==> config.mk <==
export PLATFORM = sky130hd
export DESIGN_NAME = fetch_unit
export DESIGN_NICKNAME = d
export VERILOG_FILES = /design/src/rtl/cpe_pkg.sv /design/src/rtl/fetch_fifo.sv /design/src/rtl/fetch_unit.sv
export SDC_FILE = /design/constraint.sdc
export NUM_CORES = 1
export LEC_CHECK = 0
export ABC_AREA = 1
export CAP_MARGIN = 20
export CORE_UTILIZATION = 39
export CTS_CLUSTER_DIAMETER = 200
export DETAILED_ROUTE_END_ITERATION = 7
export PLACE_DENSITY_LB_ADDON = 0.2
export SYNTH_ARGS = -nofsm -noshare
export SYNTH_HDL_FRONTEND = slang
export SYNTH_SLANG_ARGS = --single-unit
==> constraint.sdc <==
create_clock -name clk_w_i -period 4.4 [get_ports clk_w_i]
set_input_delay 0.88 -clock clk_w_i [delete_from_list [all_inputs] [get_ports clk_w_i]]
set_output_delay 0.88 -clock clk_w_i [all_outputs]
set_load 0.03 [all_outputs]
==> src/rtl/cpe_pkg.sv <==
// CPE CPU shared definitions: datapath width, reset vector,
// base opcodes and the fetch state encoding.
package cpe_pkg;

    localparam int unsigned XLEN = 32;
    localparam logic [31:0] RESET_PC = 32'h0000_0000;

    localparam logic [6:0] OPC_LUI    = 7'b0110111;
    localparam logic [6:0] OPC_AUIPC  = 7'b0010111;
    localparam logic [6:0] OPC_JAL    = 7'b1101111;
    localparam logic [6:0] OPC_JALR   = 7'b1100111;
    localparam logic [6:0] OPC_BRANCH = 7'b1100011;
    localparam logic [6:0] OPC_LOAD   = 7'b0000011;
    localparam logic [6:0] OPC_STORE  = 7'b0100011;
    localparam logic [6:0] OPC_OPIMM  = 7'b0010011;
    localparam logic [6:0] OPC_OP     = 7'b0110011;

    typedef enum logic {
        FETCH,
        WAIT
    } fetch_state_e;

endpackage

==> src/rtl/fetch_fifo.sv <==
// Small instruction queue of {pc, instr} between fetch and decode.
// Synchronous flush; head is read straight from registered storage.
module fetch_fifo #(
    parameter  int unsigned XLEN  = 32,
    parameter  int unsigned DEPTH = 2,
    localparam int unsigned AW    = (DEPTH > 1) ? $clog2(DEPTH) : 1,
    localparam int unsigned CW    = $clog2(DEPTH + 1)
) (
    input  logic            clk,
    input  logic            rst_n,
    input  logic            flush,
    input  logic            push,
    input  logic [XLEN-1:0] push_pc,
    input  logic [31:0]     push_instr,
    input  logic            pop,
    output logic [CW-1:0]   count,
    output logic            head_valid,
    output logic [XLEN-1:0] head_pc,
    output logic [31:0]     head_instr
);

    logic [XLEN-1:0] pc_q    [DEPTH];
    logic [31:0]     instr_q [DEPTH];
    logic [AW-1:0]   wr_ptr;
    logic [AW-1:0]   rd_ptr;
    logic [CW-1:0]   count_q;
    logic            do_push;
    logic            do_pop;

    assign do_push = push && (count_q != CW'(DEPTH));
    assign do_pop  = pop && (count_q != '0);

    always_ff @(posedge clk) begin
        if (!rst_n) begin
            for (int i = 0; i < DEPTH; i++) begin
                pc_q[i]    <= '0;
                instr_q[i] <= '0;
            end
            wr_ptr  <= '0;
            rd_ptr  <= '0;
            count_q <= '0;
        end else if (flush) begin
            wr_ptr  <= '0;
            rd_ptr  <= '0;
            count_q <= '0;
        end else begin
            if (do_push) begin
                pc_q[wr_ptr]    <= push_pc;
                instr_q[wr_ptr] <= push_instr;
                wr_ptr          <= wr_ptr + 1'b1;
            end
            if (do_pop) begin
                rd_ptr <= rd_ptr + 1'b1;
            end
            if (do_push && !do_pop) begin
                count_q <= count_q + 1'b1;
            end else if (do_pop && !do_push) begin
                count_q <= count_q - 1'b1;
            end
        end
    end

    assign count      = count_q;
    assign head_valid = (count_q != '0);
    assign head_pc    = pc_q[rd_ptr];
    assign head_instr = instr_q[rd_ptr];

endmodule

==> src/rtl/fetch_unit.sv <==
// CPE instruction fetch: one outstanding imem request, PC tracking,
// redirect flush with in-flight response discard, queue toward decode.
import cpe_pkg::*;

module fetch_unit #(
    parameter int unsigned     XLEN     = cpe_pkg::XLEN,
    parameter logic [XLEN-1:0] RESET_PC = cpe_pkg::RESET_PC,
    parameter int unsigned     DEPTH    = 2
) (
    input  logic            clk_w_i,
    input  logic            rst_w_i_l,
    output logic            imem_req_w_o_h,
    output logic [XLEN-1:0] imem_addr_w_o,
    input  logic            imem_gnt_w_i_h,
    input  logic            imem_rvalid_w_i_h,
    input  logic [31:0]     imem_rdata_w_i,
    input  logic            redirect_w_i_h,
    input  logic [XLEN-1:0] redirect_pc_w_i,
    output logic            if_valid_w_o_h,
    input  logic            if_ready_w_i_h,
    output logic [31:0]     instr_w_o,
    output logic [XLEN-1:0] pc_w_o,
    output logic [6:0]      opcode_w_o
);

    localparam int unsigned CW = $clog2(DEPTH + 1);

    fetch_state_e    state_q, state_d;
    logic [XLEN-1:0] fetch_pc_q, fetch_pc_d;
    logic [XLEN-1:0] issue_pc_q, issue_pc_d;
    logic            discard_q, discard_d;
    logic [CW-1:0]   count;
    logic            fire;
    logic            push;
    logic            flush;

    assign imem_req_w_o_h = rst_w_i_l && (state_q == FETCH)
                            && (count < CW'(DEPTH));
    assign imem_addr_w_o  = fetch_pc_q;
    assign fire           = imem_req_w_o_h && imem_gnt_w_i_h;

    always_comb begin
        state_d    = state_q;
        fetch_pc_d = fetch_pc_q;
        issue_pc_d = issue_pc_q;
        discard_d  = discard_q;
        push       = 1'b0;
        flush      = 1'b0;
        unique case (state_q)
            FETCH: begin
                if (fire) begin
                    state_d    = WAIT;
                    fetch_pc_d = fetch_pc_q + XLEN'(4);
                    issue_pc_d = fetch_pc_q;
                end
            end
            WAIT: begin
                if (imem_rvalid_w_i_h) begin
                    push      = !discard_q;
                    discard_d = 1'b0;
                    state_d   = FETCH;
                end
            end
            default: state_d = FETCH;
        endcase
        // Redirect overrides the PC and the push, but not the handshake state.
        if (redirect_w_i_h) begin
            fetch_pc_d = redirect_pc_w_i & ~XLEN'(3);
            flush      = 1'b1;
            push       = 1'b0;
            if (fire || (state_q == WAIT && !imem_rvalid_w_i_h)) begin
                discard_d = 1'b1;
            end
        end
    end

    always_ff @(posedge clk_w_i) begin
        if (!rst_w_i_l) begin
            state_q    <= FETCH;
            fetch_pc_q <= RESET_PC;
            issue_pc_q <= RESET_PC;
            discard_q  <= 1'b0;
        end else begin
            state_q    <= state_d;
            fetch_pc_q <= fetch_pc_d;
            issue_pc_q <= issue_pc_d;
            discard_q  <= discard_d;
        end
    end

    fetch_fifo #(
        .XLEN  (XLEN),
        .DEPTH (DEPTH)
    ) u_fifo (
        .clk        (clk_w_i),
        .rst_n      (rst_w_i_l),
        .flush      (flush),
        .push       (push),
        .push_pc    (issue_pc_q),
        .push_instr (imem_rdata_w_i),
        .pop        (if_valid_w_o_h && if_ready_w_i_h),
        .count      (count),
        .head_valid (if_valid_w_o_h),
        .head_pc    (pc_w_o),
        .head_instr (instr_w_o)
    );

    assign opcode_w_o = instr_w_o[6:0];

endmodule

=== After elaboration in Yosys (flattened, before gate mapping) ===
Memories as Yosys holds them, arrays and structs flattened. A register that Yosys moved wholly into a read port is not among the register bits.
Cells that the tools add are included.

* Input port bits: 70
* Output and inout port bits: 105
* RAM bits: 128
* Word-level logic and storage cells: 74
* Memories kept: 2
* Register bits after elaboration: 70

* Bitwise logic cells: 2
* Eq/ne operators: 2
* Order comparisons: 1
* Reduce and logical (&&, ||, !) cells: 23
* Mux-type cells: 31
* $add $sub $neg: 5

{| class="wikitable"
|+ Memories
! memory !! depth !! bits a word !! rd ports !! clocked after memory_dff !! wr ports !! line !! RTL
|-
| u_fifo.instr_q || 2 || 32 || 1 || 1 || 2 || fetch_fifo.sv:23 || <nowiki>logic [31:0] instr_q [DEPTH];</nowiki>
|-
| u_fifo.pc_q || 2 || 32 || 1 || 1 || 2 || fetch_fifo.sv:22 || <nowiki>logic [XLEN-1:0] pc_q [DEPTH];</nowiki>
|}

{| class="wikitable"
|+ Operator list
! kind !! number
|-
| 2-to-1 mux 32 bit || 5
|-
| OR reduction 32 bit || 2
|-
| adder 32 x 3 -> 32 bit, second input constant || 1
|-
| 2-to-1 mux 1 bit || 23
|-
| logical AND 1 bit || 9
|-
| nonzero test 2 bit || 3
|-
| logical NOT 1 bit || 4
|-
| 2-to-1 mux 2 bit || 2
|-
| inequality test 2 bit, second input constant || 2
|-
| AND reduction 2 bit || 2
|-
| OR reduction 2 bit || 2
|-
| adder 1 bit, second input constant || 2
|-
| adder 2 x 1 -> 2 bit, second input constant || 1
|-
| less-than comparator 2 bit, second input constant || 1
|-
| inverter 1 bit || 2
|-
| one-hot mux 1 bit (2 select lines) || 1
|-
| subtractor 2 x 1 -> 2 bit, second input constant || 1
|-
| logical OR 1 bit || 1
|}

=== Longest topological paths before layout ===
* Word-level depth: 11
* Mapped depth: 10
* Gate-level depth less buffers: 10

=== Modules after synthesis ===
A second synthesis with hierarchy kept.

* Cell total of the unflattened synthesis: 940
* Area total of the unflattened synthesis: 9,029.9 µm²

{| class="wikitable"
|+ Modules (own cells, without submodules)
! module !! instances !! area each (µm²) !! cells an instance
|-
| fetch_fifo || 1 || 5,786.8 || 441
|-
| fetch_unit || 1 || 3,243.1 || 499
|}

=== Worst setup path after synthesis ===
OpenSTA, ideal clock, no wires.

* Path type: input-to-reg
* Start: input redirect_w_i_h
* End: memory u_fifo.instr_q[0][0] (enable)
* Path slack: 0.765 ns
* Setup time: 0.421 ns
* Cell stages on the path: 6
* Arrival: 3.213 ns
* Cell sequence: buf_6 -> nor4_4 -> nand3b_2 -> buf_6 -> buf_12 -> nand2_1

{| class="wikitable"
|+ RTL lines
! element !! line !! RTL
|-
| start: declaration || fetch_unit.sv:17 || <nowiki>input logic redirect_w_i_h,</nowiki>
|-
| end: declaration || fetch_fifo.sv:23 ||
|}

==> results_dict.tcl <==
set metrics [dict create \
    outcome "finished, final reports clean" \
    rsz0062_at_grt "no" \
    cts_tree "built" \
    grt_usage_pct 17.3 \
    skew_ns 0.00925 \
    placeableCoreArea_mm2 0.0229 \
    grt-ovfl-total 0 \
    die_w_um 156 \
    r2r_cells 5 \
    max_freq_ghz 0.294 \
    diodes 0 \
    fin_crit_ns 3.40 \
    post_cts_buffers 0 \
    cts_sinks 191 \
    netlist_instances 895 \
    worstPathMaxFanout 27 \
    hold_buffers 0 \
    tightest_slew_ns 0.794 \
    cap_violations 0 \
    io_buffers 168 \
    post_cts_resized 0 \
    synth-simple-area-share_pct 19.9 \
    clk_latency_ns 0.42 \
    timing.final.ws_setup_ns 0.999 \
    area_growth_pct 26.6 \
    ys_seq_area_share_pct 55.1 \
    wl_per_cell_um 14.5 \
    synth-compound-area-share_pct 7.17 \
    setup_viol 0 \
    drt_iter0_drc 437 \
    min-delay-start "u_fifo.rd_ptr" \
    slowest_stage "dfxtp_2" \
    cts.reportedPaths.clkPinSlew_ns 0.07 \
    die_y_um 156 \
    yosys.area_share.adder_pct 0.272 \
    tns_ns 0 \
    routed_wl_mm 19.9 \
    synthXorXnorAreaFrac_pct 0.952 \
    htree_num_levels 4 \
    cp_slowest_stage_delay_ns 0.78 \
    synth_top_family_by_area "simple AND/OR/NAND/NOR gates" \
    grt_max_degree 63 \
    reg2reg_from "state_q" \
    critPathLaunchType "register" \
    cts_root_buffer "clkbuf_16" \
    antenna_left 0 \
    drive_gt1_share_pct 16.3 \
    io_pins 175 \
    syn-cell-area_mm2 0.00920 \
    drc_errors 0 \
    initial_core_util_pct 40.1 \
    min_to "u_fifo.rd_ptr" \
    fp.dieArea_mm2 0.0242 \
    critPathKind "register to primary output" \
    antenna_found_initial 0 \
    grt_first_pass_wirelength_mm 32.4 \
    ff2ff_setup_slack_ns 2.21 \
    clk_path_buf_depth 2 \
    p_leak_nw 4.21 \
    crit_required_ns 3.52 \
    relSlewSlack_pct 47.0 \
    yosysUniqueCellTypes 38 \
    ir_worst_vdd_v 0.000222 \
    num_rows 55 \
    avgSynthCellArea_um2 10.3 \
    path_cells "buf_4 > mux2_2 > clkdlybuf4s50_1" \
    muxShareOfSynthArea_pct 7.59 \
    ys_ff_latch 191 \
    final_nets 1119 \
    gp_congestion 0.824 \
    holdCritPathClass "register to register" \
    placed_area_mm2 0.0111 \
    dpl.hpwl_mm 13.5 \
    p_per_area_mw_per_mm2 350 \
    cts_buffers 17 \
    via_per_inst 4.68 \
    hold_viol 0 \
    finalMaxSlewViolations 0 \
    reg2reg_to "u_fifo.instr_q[1][29]" \
    num_vias 6420 \
    post-route-period-util_pct 77.3 \
    post-route-util_pct 50.8 \
    yosysWarnings 0 \
    post-place-ws_ns 0.898 \
    arrival_ns 2.52 \
    finalInstanceArea_mm2 0.0116 \
    first_pass_iters 5 \
    grt_pass1_vias 6309 \
    end_kind "primary output" \
    hold_depth 2 \
]
through the flow:
step                      power (mW)  hold WS, ns  cells
after floorplan                 2.35        0.444    898
after global placement          2.56        0.458   1341
after detailed placement        2.56        0.468   1341
after CTS                       4.11        0.481   1373
after global routing            4.24        0.506   1373
final                           4.08        0.477   1373
registers in the layout (all words and copies together) (netlist names), named ones only:
signal	flops
discard_q	1
u_fifo.pc_q	60
u_fifo.wr_ptr	1
u_fifo.instr_q	64
u_fifo.rd_ptr	1
imem_addr_w_o	30
issue_pc_q	30
u_fifo.count	2
state_q	1
worst max-delay path, delay by kind of cell, from the launching register on:
family / cells / cell delay, ns
muxes: 1 / 0.35
DFF: 1 / 0.78
buffers and inverters: 2 / 0.96
Yosys cell counts, drive strengths merged:
cell	instances	area [um2]
clkbuf	15	56.3
buf	37	352
clkinv	1	3.75
a32o	1	10.0
a211oi	1	7.51
o21bai	2	15.0
dfxtp	67	1340
nand3b	2	18.8
xor2	6	52.6
a21oi	57	285
nor2	177	1110
a21boi	1	7.51
inv	111	417
nand2	117	439
o21ai	54	270
o21a	1	7.51
o221ai	2	17.5
xnor2	4	35.0
and2	2	12.5
o211ai	1	7.51
a31oi	5	31.3
nor3	3	15.0
edfxtp	124	3720
ha	2	25.0
or2	1	6.26
mux2	62	698
nand4	4	25.0
nor4	1	21.3
conb	1	3.75
nand3	33	178
metal layers:
metal,GRT usage (%),up-vias,share of wire [%]
met2,27.8,194,45
met3,3.72,16,5.6
met1,23.3,2967,48
li1,-,3243,-
met4,5.18,0,1.1
met5,0,-,0
cells by family after synthesis:
logic type	after synthesis
other cells	1
flops	191
simple gates	340
fa+ha+maj	2
compound gates	125
mux	62
buf+inv	164
xor+xnor	10
final cells by class:
| class | count | area [um2] |
|---|---|---|
| clock buffer | 19 | 433 |
| clock inverter | 13 | 161 |
| fill | 2070 | 11300 |
| inverter | 112 | 420 |
| multi-input combinational | 543 | 3330 |
| sequential | 191 | 5070 |
| tap | 313 | 392 |
| timing repair buffer | 182 | 1850 |
how the worst max path moves through the flow:
stage / end / slack [ns]
detailed placement: imem_addr_w_o[17] / 0.90
finish: instr_w_o[20] / 1.0
global route: instr_w_o[20] / 0.85
CTS: instr_w_o[20] / 0.91
global placement: imem_addr_w_o[17] / 0.91
floorplan: u_fifo.instr_q[0][0] / 0.77
power by group:
part | switching [mW] | leakage (nW) | internal [mW]
Combinational | 0.288 | 2.09 | 0.201
Sequential | 0.0500 | 1.83 | 1.98
Clock | 0.659 | 0.283 | 0.896
layout by cell type (no fill, tap or decap), types with 5 or more instances in the layout:
master and count:
nand3_1 32, dfxtp_1 66, o21ai_0 54, inv_1 110
nand2_1 115, clkbuf_16 17, mux2_2 62, buf_4 10
clkdlybuf4s50_1 167, xor2_1 6, nor2_4 60, edfxtp_1 124
buf_12 5, a31oi_1 5, a21oi_1 57, nor2_1 117
Power figures use the tool's default switching activity.
